File: src/rtl/sobel_pkg.sv
// ---------------------------------------------------------------------------
// sobel_pkg
// Shared definitions for the SOBEL result-memory reader and its buffer.
//   CSEL_*      layer-select encodings used on csel and on out_layer
//   IMG_*_DEF   default image geometry
//   rd_state_t  reader FSM state encoding
//   rd_word_t   one buffered pixel: data, the layer it came from, its address
//   next_layer  layer sequencing X -> Y -> C -> X
// ---------------------------------------------------------------------------
package sobel_pkg;

    localparam logic [1:0] CSEL_NONE = 2'b00;
    localparam logic [1:0] CSEL_X    = 2'b01;
    localparam logic [1:0] CSEL_Y    = 2'b10;
    localparam logic [1:0] CSEL_C    = 2'b11;

    localparam int IMG_W_DEF = 256;
    localparam int IMG_H_DEF = 256;

    typedef enum logic [2:0] {
        ST_IDLE  = 3'd0,
        ST_ARMED = 3'd1,
        ST_READ  = 3'd2,
        ST_DRAIN = 3'd3,
        ST_DONE  = 3'd4
    } rd_state_t;

    typedef struct packed {
        logic [7:0]  data;
        logic [1:0]  layer;
        logic [15:0] addr;
    } rd_word_t;

    localparam int TAG_W = $bits(rd_word_t);

    // Layers are read in the order X, Y, combined; after combined the
    // sequence restarts at X so the counters are ready for the next frame.
    function automatic logic [1:0] next_layer(input logic [1:0] layer);
        case (layer)
            CSEL_X:  return CSEL_Y;
            CSEL_Y:  return CSEL_C;
            default: return CSEL_X;
        endcase
    endfunction

endpackage

File: src/rtl/sobel_result_reader_if.sv
// ---------------------------------------------------------------------------
// sobel_result_reader_if
// Pixel stream from the result reader to the host/scoreboard side.
//   out_valid  stream word valid            (master -> slave)
//   out_ready  downstream accept            (slave  -> master)
//   out_data   pixel value, 8 bits          (master -> slave)
//   out_layer  layer of the pixel 01/10/11  (master -> slave)
//   out_addr   pixel address row*W+col      (master -> slave)
//   out_last   final pixel of layer 11      (master -> slave)
// ---------------------------------------------------------------------------
interface sobel_result_reader_if;

    logic        out_valid;
    logic        out_ready;
    logic [7:0]  out_data;
    logic [1:0]  out_layer;
    logic [15:0] out_addr;
    logic        out_last;

    modport master (
        output out_valid,
        output out_data,
        output out_layer,
        output out_addr,
        output out_last,
        input  out_ready
    );

    modport slave (
        input  out_valid,
        input  out_data,
        input  out_layer,
        input  out_addr,
        input  out_last,
        output out_ready
    );

endinterface

File: src/rtl/sobel_rd_fifo.sv
// ---------------------------------------------------------------------------
// sobel_rd_fifo
// Small synchronous FIFO holding tagged read data (data + layer + address).
// Shared with the image-side reader.
//   clk        clock, rising edge
//   reset      asynchronous, active-low reset
//   push       write push_data (ignored when full unless popping too)
//   push_data  entry to write
//   pop        remove the head entry (ignored when empty)
//   head_data  current head entry (stale when empty)
//   count      number of stored entries
//   empty      no entries stored
// ---------------------------------------------------------------------------
module sobel_rd_fifo #(
    parameter int DEPTH = 2,
    parameter int WIDTH = 26,
    localparam int CW = $clog2(DEPTH + 1),
    localparam int PW = (DEPTH > 1) ? $clog2(DEPTH) : 1
) (
    input  logic             clk,
    input  logic             reset,
    input  logic             push,
    input  logic [WIDTH-1:0] push_data,
    input  logic             pop,
    output logic [WIDTH-1:0] head_data,
    output logic [CW-1:0]    count,
    output logic             empty
);

    logic [WIDTH-1:0] mem [DEPTH];
    logic [PW-1:0]    wr_ptr;
    logic [PW-1:0]    rd_ptr;
    logic             full;
    logic             do_push;
    logic             do_pop;

    // A push into a full FIFO is still accepted when the head leaves in the
    // same cycle, so a full buffer can stream at one word per cycle.
    assign empty     = (count == '0);
    assign full      = (count == CW'(DEPTH));
    assign do_pop    = pop && !empty;
    assign do_push   = push && (!full || do_pop);
    assign head_data = mem[rd_ptr];

    // Pointers wrap explicitly so DEPTH need not be a power of two.
    function automatic logic [PW-1:0] ptr_inc(input logic [PW-1:0] p);
        if (p == PW'(DEPTH - 1)) begin
            return '0;
        end
        return p + PW'(1);
    endfunction

    // Storage, pointers and occupancy; the array is cleared on reset so the
    // head reads as zero straight after reset.
    always_ff @(posedge clk or negedge reset) begin
        if (!reset) begin
            for (int i = 0; i < DEPTH; i++) begin
                mem[i] <= '0;
            end
            wr_ptr <= '0;
            rd_ptr <= '0;
            count  <= '0;
        end else begin
            if (do_push) begin
                mem[wr_ptr] <= push_data;
                wr_ptr      <= ptr_inc(wr_ptr);
            end
            if (do_pop) begin
                rd_ptr <= ptr_inc(rd_ptr);
            end
            case ({do_push, do_pop})
                2'b10:   count <= count + CW'(1);
                2'b01:   count <= count - CW'(1);
                default: count <= count;
            endcase
        end
    end

endmodule

File: src/rtl/sobel_result_reader.sv
// ---------------------------------------------------------------------------
// sobel_result_reader
// Waits for SOBEL to finish a frame (busy rise then fall), reads the X, Y and
// combined result layers back from the result memory, streams every pixel on
// a valid/ready port and keeps a 24-bit checksum per layer.
//   clk         clock, rising edge
//   reset       asynchronous, active-low reset
//   sobel_busy  SOBEL busy flag
//   crd         result-memory read strobe
//   csel        layer select 01 X / 10 Y / 11 combined, 00 while crd=0
//   caddr_rd    read address row*IMG_W+col
//   cdata_rd    read data, valid RD_LAT cycles after crd
//   out_if      pixel stream (master side)
//   chk_x/y/c   sums of accepted pixels per layer, mod 2^24
//   done        one-cycle pulse once the frame has been fully streamed
// ---------------------------------------------------------------------------
module sobel_result_reader
    import sobel_pkg::*;
#(
    parameter int IMG_W  = IMG_W_DEF,
    parameter int IMG_H  = IMG_H_DEF,
    parameter int RD_LAT = 1,
    parameter int FDEPTH = 2
) (
    input  logic                          clk,
    input  logic                          reset,
    input  logic                          sobel_busy,
    output logic                          crd,
    output logic [1:0]                    csel,
    output logic [15:0]                   caddr_rd,
    input  logic [7:0]                    cdata_rd,
    sobel_result_reader_if.master         out_if,
    output logic [23:0]                   chk_x,
    output logic [23:0]                   chk_y,
    output logic [23:0]                   chk_c,
    output logic                          done
);

    localparam int          N         = IMG_W * IMG_H;
    localparam logic [15:0] LAST_ADDR = 16'(N - 1);
    localparam int          CW        = $clog2(FDEPTH + 1);

    rd_state_t     state;
    logic [15:0]   issue_addr;
    logic [1:0]    issue_layer;

    logic [RD_LAT-1:0] pipe_valid;
    logic [1:0]        pipe_layer [RD_LAT];
    logic [15:0]       pipe_addr  [RD_LAT];

    rd_word_t      push_word;
    rd_word_t      head;
    logic [CW-1:0] fifo_count;
    logic          fifo_empty;
    logic          push;
    logic          pop;

    int            inflight_cnt;
    logic          credit_ok;
    logic          read_start;
    logic          issue_now;

    // Returned data is tagged with the layer/address that was on the bus
    // when the read was issued, carried alongside in the in-flight pipe.
    assign push      = pipe_valid[RD_LAT-1];
    assign push_word = '{data: cdata_rd, layer: pipe_layer[RD_LAT-1], addr: pipe_addr[RD_LAT-1]};
    assign pop       = out_if.out_valid && out_if.out_ready;

    sobel_rd_fifo #(
        .DEPTH (FDEPTH),
        .WIDTH (TAG_W)
    ) u_fifo (
        .clk       (clk),
        .reset     (reset),
        .push      (push),
        .push_data (push_word),
        .pop       (pop),
        .head_data (head),
        .count     (fifo_count),
        .empty     (fifo_empty)
    );

    // The head fields are forced to zero while the buffer is empty so the
    // stream shows clean values between frames and after reset.
    assign out_if.out_valid = !fifo_empty;
    assign out_if.out_data  = fifo_empty ? 8'd0  : head.data;
    assign out_if.out_layer = fifo_empty ? 2'd0  : head.layer;
    assign out_if.out_addr  = fifo_empty ? 16'd0 : head.addr;
    assign out_if.out_last  = !fifo_empty && (head.layer == CSEL_C) && (head.addr == LAST_ADDR);

    // Reads still owed to the buffer: the one on the bus right now plus
    // every stage of the latency pipe.
    always_comb begin
        inflight_cnt = crd ? 1 : 0;
        for (int i = 0; i < RD_LAT; i++) begin
            if (pipe_valid[i]) begin
                inflight_cnt = inflight_cnt + 1;
            end
        end
    end

    // Credit check: a new read is allowed only if every outstanding read
    // plus this one still fits even if the stream stalls from now on. A pop
    // in this cycle frees one slot immediately.
    always_comb begin
        credit_ok  = (int'(fifo_count) + inflight_cnt) < (FDEPTH + (pop ? 1 : 0));
        read_start = (state == ST_ARMED) && !sobel_busy;
        issue_now  = (read_start || (state == ST_READ)) && credit_ok;
    end

    // Latency pipe: stage 0 captures the read presented on the bus this
    // cycle, the last stage lines up with cdata_rd.
    always_ff @(posedge clk or negedge reset) begin
        if (!reset) begin
            pipe_valid <= '0;
            for (int i = 0; i < RD_LAT; i++) begin
                pipe_layer[i] <= CSEL_NONE;
                pipe_addr[i]  <= '0;
            end
        end else begin
            pipe_valid[0] <= crd;
            pipe_layer[0] <= csel;
            pipe_addr[0]  <= caddr_rd;
            for (int i = 1; i < RD_LAT; i++) begin
                pipe_valid[i] <= pipe_valid[i-1];
                pipe_layer[i] <= pipe_layer[i-1];
                pipe_addr[i]  <= pipe_addr[i-1];
            end
        end
    end

    // Main FSM with registered read bus and done pulse. The first read goes
    // out on the busy-fall edge itself so the first pixel reaches the stream
    // 1+RD_LAT cycles after READ is entered. Busy is only looked at in IDLE
    // and ARMED, so it is ignored for the rest of the frame.
    always_ff @(posedge clk or negedge reset) begin
        if (!reset) begin
            state       <= ST_IDLE;
            crd         <= 1'b0;
            csel        <= CSEL_NONE;
            caddr_rd    <= '0;
            issue_addr  <= '0;
            issue_layer <= CSEL_X;
            done        <= 1'b0;
        end else begin
            done <= 1'b0;

            if (issue_now) begin
                crd      <= 1'b1;
                csel     <= issue_layer;
                caddr_rd <= issue_addr;
                if (issue_addr == LAST_ADDR) begin
                    issue_addr  <= '0;
                    issue_layer <= next_layer(issue_layer);
                end else begin
                    issue_addr <= issue_addr + 16'd1;
                end
            end else begin
                crd  <= 1'b0;
                csel <= CSEL_NONE;
            end

            case (state)
                ST_IDLE: begin
                    if (sobel_busy) begin
                        state <= ST_ARMED;
                    end
                end
                ST_ARMED: begin
                    if (!sobel_busy) begin
                        state <= ST_READ;
                    end
                end
                ST_READ: begin
                    if (issue_now && (issue_layer == CSEL_C) && (issue_addr == LAST_ADDR)) begin
                        state <= ST_DRAIN;
                    end
                end
                ST_DRAIN: begin
                    if (fifo_empty && (inflight_cnt == 0)) begin
                        state <= ST_DONE;
                        done  <= 1'b1;
                    end
                end
                ST_DONE: begin
                    state <= ST_IDLE;
                end
                default: begin
                    state <= ST_IDLE;
                end
            endcase
        end
    end

    // Checksums clear when a new frame's read phase starts and otherwise
    // only move on an accepted stream word, so they hold after done.
    always_ff @(posedge clk or negedge reset) begin
        if (!reset) begin
            chk_x <= '0;
            chk_y <= '0;
            chk_c <= '0;
        end else if (read_start) begin
            chk_x <= '0;
            chk_y <= '0;
            chk_c <= '0;
        end else if (pop) begin
            case (head.layer)
                CSEL_X:  chk_x <= chk_x + 24'(head.data);
                CSEL_Y:  chk_y <= chk_y + 24'(head.data);
                CSEL_C:  chk_c <= chk_c + 24'(head.data);
                default: chk_x <= chk_x;
            endcase
        end
    end

endmodule

File: src/flat_wrapper.sv
// flat-port wrapper written by rule: the top's interface ports become plain ports
module sobel_result_reader_flat import sobel_pkg::*;
#(
    parameter int IMG_W  = IMG_W_DEF,
    parameter int IMG_H  = IMG_H_DEF,
    parameter int RD_LAT = 1,
    parameter int FDEPTH = 2
)
  (clk, reset, sobel_busy, crd, csel, caddr_rd, cdata_rd, chk_x, chk_y, chk_c, done, out_if_out_valid, out_if_out_data, out_if_out_layer, out_if_out_addr, out_if_out_last, out_if_out_ready);
  sobel_result_reader_if out_if_i ();
  input  logic clk;
  input  logic reset;
  input  logic sobel_busy;
  output logic crd;
  output logic [1:0] csel;
  output logic [15:0] caddr_rd;
  input  logic [7:0] cdata_rd;
  output logic [23:0] chk_x;
  output logic [23:0] chk_y;
  output logic [23:0] chk_c;
  output logic done;
  output wire logic [$bits(out_if_i.out_valid)-1:0] out_if_out_valid;
  output wire logic [$bits(out_if_i.out_data)-1:0] out_if_out_data;
  output wire logic [$bits(out_if_i.out_layer)-1:0] out_if_out_layer;
  output wire logic [$bits(out_if_i.out_addr)-1:0] out_if_out_addr;
  output wire logic [$bits(out_if_i.out_last)-1:0] out_if_out_last;
  input wire logic [$bits(out_if_i.out_ready)-1:0] out_if_out_ready;
  assign out_if_out_valid = out_if_i.out_valid;
  assign out_if_out_data = out_if_i.out_data;
  assign out_if_out_layer = out_if_i.out_layer;
  assign out_if_out_addr = out_if_i.out_addr;
  assign out_if_out_last = out_if_i.out_last;
  assign out_if_i.out_ready = out_if_out_ready;
  sobel_result_reader #(.IMG_W(IMG_W), .IMG_H(IMG_H), .RD_LAT(RD_LAT), .FDEPTH(FDEPTH)) u_core (.clk(clk), .reset(reset), .sobel_busy(sobel_busy), .crd(crd), .csel(csel), .caddr_rd(caddr_rd), .cdata_rd(cdata_rd), .out_if(out_if_i), .chk_x(chk_x), .chk_y(chk_y), .chk_c(chk_c), .done(done));
endmodule
File: config.mk
export PLATFORM = sky130hd
export DESIGN_NAME = sobel_result_reader_flat
export DESIGN_NICKNAME = d
export VERILOG_FILES = /design/src/rtl/sobel_pkg.sv /design/src/rtl/sobel_result_reader_if.sv /design/src/rtl/sobel_rd_fifo.sv /design/src/rtl/sobel_result_reader.sv /design/src/flat_wrapper.sv
export SDC_FILE = /design/constraint.sdc
export NUM_CORES = 1
export LEC_CHECK = 0
export ABC_AREA = 1
export BUFFER_PORTS_ARGS = -buffer_cell sky130_fd_sc_hd__buf_2
export CORE_MARGIN = 1.5
export CORE_UTILIZATION = 45
export DETAILED_ROUTE_END_ITERATION = 12
export SLEW_MARGIN = 20
export SYNTH_ARGS = -nofsm -noshare
export SYNTH_HDL_FRONTEND = slang
export SYNTH_SLANG_ARGS = --single-unit
File: constraint.sdc
create_clock -name clk -period 6.6 [get_ports clk]
set_clock_uncertainty 0.15 [all_clocks]
set_input_delay 0.99 -clock clk [delete_from_list [all_inputs] [get_ports clk]]
set_output_delay 0.99 -clock clk [all_outputs]
set_load 0.02 [all_outputs]
Word-level counts from Yosys, hierarchy flattened
Index checks and enable logic that the tools add are counted.

cells by class
  add/sub/neg operators = 11
  order comparisons = 4
  equal/unequal tests = 18
  muxes and demuxes = 41
  bitwise logic cells = 2
  reduce and logical (&&, ||, !) cells = 29

operator list
  kind                     number
  $mux W24                 9
  $mux W26                 4
  $add A24 B8 Y24          3
  $bwmux W52               1
  $add A3 B32 Y32          1
  $add A3 B32 Y32 const A  1
  $add A32 B2 Y32 const B  1
  $eq A16 B16 Y1 const B   2
  $logic_not A32 Y1        1
  $lt A32 B32 Y1           1
  $mux W16                 2
  $mux W32                 1
  $demux W26 S1            1
  $add A16 B1 Y16 const B  1
  $mux W1                  13
  $eq A2 B2 Y1 const B     6
  $mux W3                  4
  $pmux W3 S4              1
  $logic_and A1 B1 Y1      11
  $reduce_bool A2 Y1       5
  $mux W8                  1
  $pmux W2 S2              2
  $reduce_and A2 Y1        4
  $eq A2 B1 Y1 const B     3
  16 further kinds         26

storage, ports and cells
  bits in registers = 188
  bits of input ports = 12
  output and inout bits = 120

Longest topological paths before layout
  depth after elaboration = 11
  depth in mapped cells = 16
  gate-level depth less buffers = 15

Modules after synthesis
From an unflattened synthesis, not the netlist that was laid out.

second synthesis, totals
  cells, all modules = 1,407
  area total of the unflattened synthesis = 10,577.6 um^2

modules (own cells, without submodules)
  module               instances  cells each  area an instance (um^2)  seq. area each (um^2)
  sobel_result_reader  1          1,099       8,023.9                  3,304.4
  sobel_rd_fifo        1          308         2,553.7                  1,401.3

Worst setup path after synthesis
No wires, ideal clock.

  path type = flip-flop to output port
  from = reg u_core.u_fifo.rd_ptr
  to = out out_if_out_last
  data arrival time = 1.473 ns
  slack = 3.987 ns
  stages on the path, launching flop included = 8
  cells stage by stage = dfrtp_1 buf_6 buf_6 nand2_1 o21ai_0 nor4_1 nand3_1 nor2_1

between the ends
  word-level cells in the longest chain between the ends = 7
  elaborated cells on any way between the ends = 8
  classes of those cells = 2 x eq/ne; 3 x mux; 1 x bitwise; 2 x reduce/logical

ends and longest elaborated chain
  what                                                    RTL line                   RTL
  start: declaration                                      sobel_rd_fifo.sv:32        logic [PW-1:0] rd_ptr;
  start signal: assignment                                sobel_rd_fifo.sv:69        rd_ptr <= ptr_inc(rd_ptr);
  $not A1 Y2 (not written as such) *                      sobel_rd_fifo.sv:43        assign head_data = mem[rd_ptr];
  $mux W26 (not written as such) * (3 in a row)           sobel_rd_fifo.sv:43
  branches (longest 2 deep; another with $eq A16 B16 Y1)  n/a
  $logic_and A1 B1 Y1 *                                   sobel_result_reader.sv:89  assign out_if.out_last = !fifo_empty && (head.layer == CSEL_C) && (head.addr == LAST_ADDR);
  end: declaration                                        flat_wrapper.sv:26         output wire logic [$bits(out_if_i.out_last)-1:0] out_if_out_last;

Mark *: on every way between the ends. The select of a mux whose other input is x is not followed.

Final worst setup path
Same ends and word-level chain as after synthesis.

==> flow_summary.toml <==
[placement]
port_buffers = 131
preCtsSetupSlack_ps = 2783
gp_congestion = 0.8728
dp_hpwl_um = 18850

[worst_setup_path]
timing.critical_path.mode_cell = "nand2_1"
cpMaxStageDelayCell = "nor4_1"
worst-path-max-fanout = 32
worstPathCellList = "buf_4, inv_2, nand2_1, nand2_1, nor4_1, nand2_1, nor2_1, buf_2"
slowest_delay_ps = 500
critPathKind = "register to output port"
arrival_ps = 2540
worst_setup_path_end_kind = "output port"
worst-endpoint-required_ps = 5460
critPathLaunchType = "register"

[sta]
worst_slack_ps = 2919
setup_viol = 0
fmax_mhz = 271.7
slew_headroom_pct = 31.07
setup_tns_ps = 0
finalMaxSlewViolations = 0
tightestPinTransition_ps = 1034
period_needed_ps = 3681
whs_ps = 259.2
hold_viol = 0
rsz0062_at_grt = "no"
finalCritPeriodShare_pct = 55.77

[power]
sw_frac_of_total_pct = 43.87
pwr-share-comb_pct = 39.1
p_switching_mw = 1.923
p_seq_share_pct = 35.8
p_leak_nw = 6.397
totalPowerFinal_mw = 4.384
p_int_mw = 2.461
powerDensity_nw_per_um2 = 364.8
p_clk_share_pct = 25.2
irDropWorstVdd_mv = 0.1904

[floorplan]
die_width_um = 156.0
die_h_um = 156.0
ios = 132
dieArea_sq_um = 24330
core_sq_um = 22780
rows = 55
start_util_pct = 46.24

[global_routing]
grt_pass1_wl_um = 42030
grt.total_usage_pct = 21.96
grt_max_degree = 83
antenna_found_initial = 0
grt_pass1_vias = 8159
overflow = 0

[yosys]
yosys_warnings = 0
postSynthCellCount = 1379
synth_fa_ha_area_share_pct = 4.443
syn_area_per_cell_sq_um = 7.638
seq_area_frac_synth_pct = 44.68
synthFlopType = "dfrtp_1"
yosysUniqueCellTypes = 44
async_flop_share_pct = 100.0
ys_ff_latch = 188
synth_xor_area_share_pct = 2.328
synth_compound_area_share_pct = 8.850
synth_enable_flop_cells = 0
synthSimpleGateAreaFrac_pct = 30.43
synth_top_family_by_area = "simple AND/OR/NAND/NOR gates"
syn-cell-area_sq_um = 10530
synth.area.mux_share_pct = 0.6652
syn_nets = 1426

[job]
maxCapViolCount = 0

[finish]
seqCellArea_sq_um = 4706
final_util_pct = 52.76
drive_gt1_share_pct = 14.35
area_delta_synth_final_pct = 14.10
num-nets-final = 1546
fillers = 2237
layout_commonest_cell = "nand2_1"
layout_common_cells = "397 x nand2_1, 187 x dfrtp_1, 168 x inv_1"
multiInputGateArea_sq_um = 4926
diodes = 0

[worst_hold_path]
holdCritPathClass = "register to register"

[clock_network]
clk_latency_ps = 450
clk_pin_slew_worst_paths_ps = 100
cts_buffers = 17
cts_tree = "built"
cts_buffer_depth = 2
post_cts_buffers = 0
cts_max_level = 4
cts-root-buf = "clkbuf_16"
cts_hold_buf = 0
cts_sinks = 188
postCtsResizedCells = 0

[routing]
wirelength_um = 26070
wl_per_cell_um = 14.28
drt_iter0_markers = 576
routed_via_density = 4.941
firstDrtPassIters = 5
drc = 0
vias = 9017
detail-route-antenna-nets = 0

[status]
status = "finished clean"
==> area by class of cell <==
class / count / share of cell area (%)
Multi-Input combinational cell: 982 / 40.99
Inverter: 175 / 5.476
Clock buffer: 17 / 3.540
Sequential cell: 188 / 39.16
Timing Repair Buffer: 135 / 5.778
Tap cell: 313 / 3.259
Clock inverter: 15 / 1.801
==> through the flow <==
stage / std cells / instance area (sq um)
2_1_floorplan: 1379 / 10530
3_3_place_gp: 1793 / 11380
3_5_place_dp: 1793 / 11380
4_1_cts: 1825 / 12020
5_1_grt: 1825 / 12020
6_report: 1825 / 12020
==> logic make-up after synthesis <==
kind of cell	Yosys count
AND/OR/NAND/NOR	738
buffers and inverters	209
flip-flops	188
AO/OA/AOI/OAI	174
adder cells (fa/ha/maj)	35
XOR/XNOR	28
multiplexers	7
==> worst paths after layout <==
path                                                  startpoint                                 to  slack (ps)  cells after the start
worst max-delay path            u_core.u_fifo.rd_ptr$_DFFE_PN0P_                    out_if_out_last        2920                      8
worst min-delay path              u_core.caddr_rd[6]$_DFFE_PN0N_      u_core.pipe_addr[6]$_DFF_PN0_         260                      0
worst max register to register       u_core.pipe_valid$_DFF_PN0_  u_core.issue_layer[1]$_DFFE_PN0P_        3320                     10
worst min register to register    u_core.caddr_rd[6]$_DFFE_PN0N_      u_core.pipe_addr[6]$_DFF_PN0_         260                      0
max in group asynchronous                                  reset  u_core.u_fifo.mem[33]$_DFFE_PN0P_        4440                      2
min in group asynchronous                                  reset       u_core.chk_c[16]$_DFFE_PN0P_         450                      1
==> synthesized netlist by cell type (4+ instances only) <==
library cell  count  area, sq um
nand2_1         397         1490
dfrtp_1         187         4679
inv_1           168        630.6
nor2_1          158        593.1
nand3_1          92        460.4
o21ai_0          77        385.4
a21oi_1          48        240.2
o21ai_1          34        170.2
ha_1             31        387.9
nand4_1          25        156.4
nor3_1           17        85.08
xnor2_1          16        140.1
buf_6            13        146.4
xor2_1           12        105.1
buf_2             9        45.04
clkbuf_1          9        33.78
nand2_4           9        101.4
mux2i_1           7        70.07
inv_2             6        22.52
nand3_2           6        60.06
nor4_1            6        37.54
or2_2             6        37.54
nand2_2           5        31.28
fa_1              4        80.08
nand3b_1          4        30.03
==> metal layers <==
| layer | global-route usage (%) | vias to the layer above | share of wire [%] |
|---|---|---|---|
| met5 | 0 | - | 0 |
| met4 | 5.306 | 0 | 1.1 |
| met3 | 3.333 | 19 | 3.5 |
| met2 | 36.11 | 157 | 47 |
| met1 | 30.44 | 4203 | 49 |
| li1 | - | 4638 | - |
==> critical path, delay by kind of cell, from the launching register on <==
kind          cells  cell delay (ps)
flops             1              330
buf+inv           3              790
simple gates      5              980
==> flip-flops by register name, indices dropped and copies added, names as in the netlist <==
| signal | cells |
|---|---|
| u_core.chk_x | 24 |
| u_core.crd | 1 |
| u_core.pipe_addr | 16 |
| u_core.u_fifo.mem | 52 |
| u_core.caddr_rd | 16 |
| u_core.u_fifo.count | 2 |
| u_core.pipe_layer | 2 |
| u_core.pipe_valid | 1 |
| u_core.u_fifo.rd_ptr | 1 |
| u_core.issue_addr | 16 |
| u_core.state | 3 |
| u_core.done | 1 |
| u_core.chk_y | 24 |
| u_core.issue_layer | 2 |
| u_core.csel | 2 |
| u_core.chk_c | 24 |
| u_core.u_fifo.wr_ptr | 1 |
==> power by group through the flow <==
stage / Clock [mW] / Sequential [mW] / Combinational (mW)
finish: 1.10 / 1.57 / 1.71
global route: 1.18 / 1.60 / 1.90
CTS: 1.13 / 1.57 / 1.74
detailed placement: 0 / 1.59 / 1.73
global placement: 0 / 1.58 / 1.70
floorplan: 0 / 1.60 / 1.27
(Power assumes the default switching activity.)
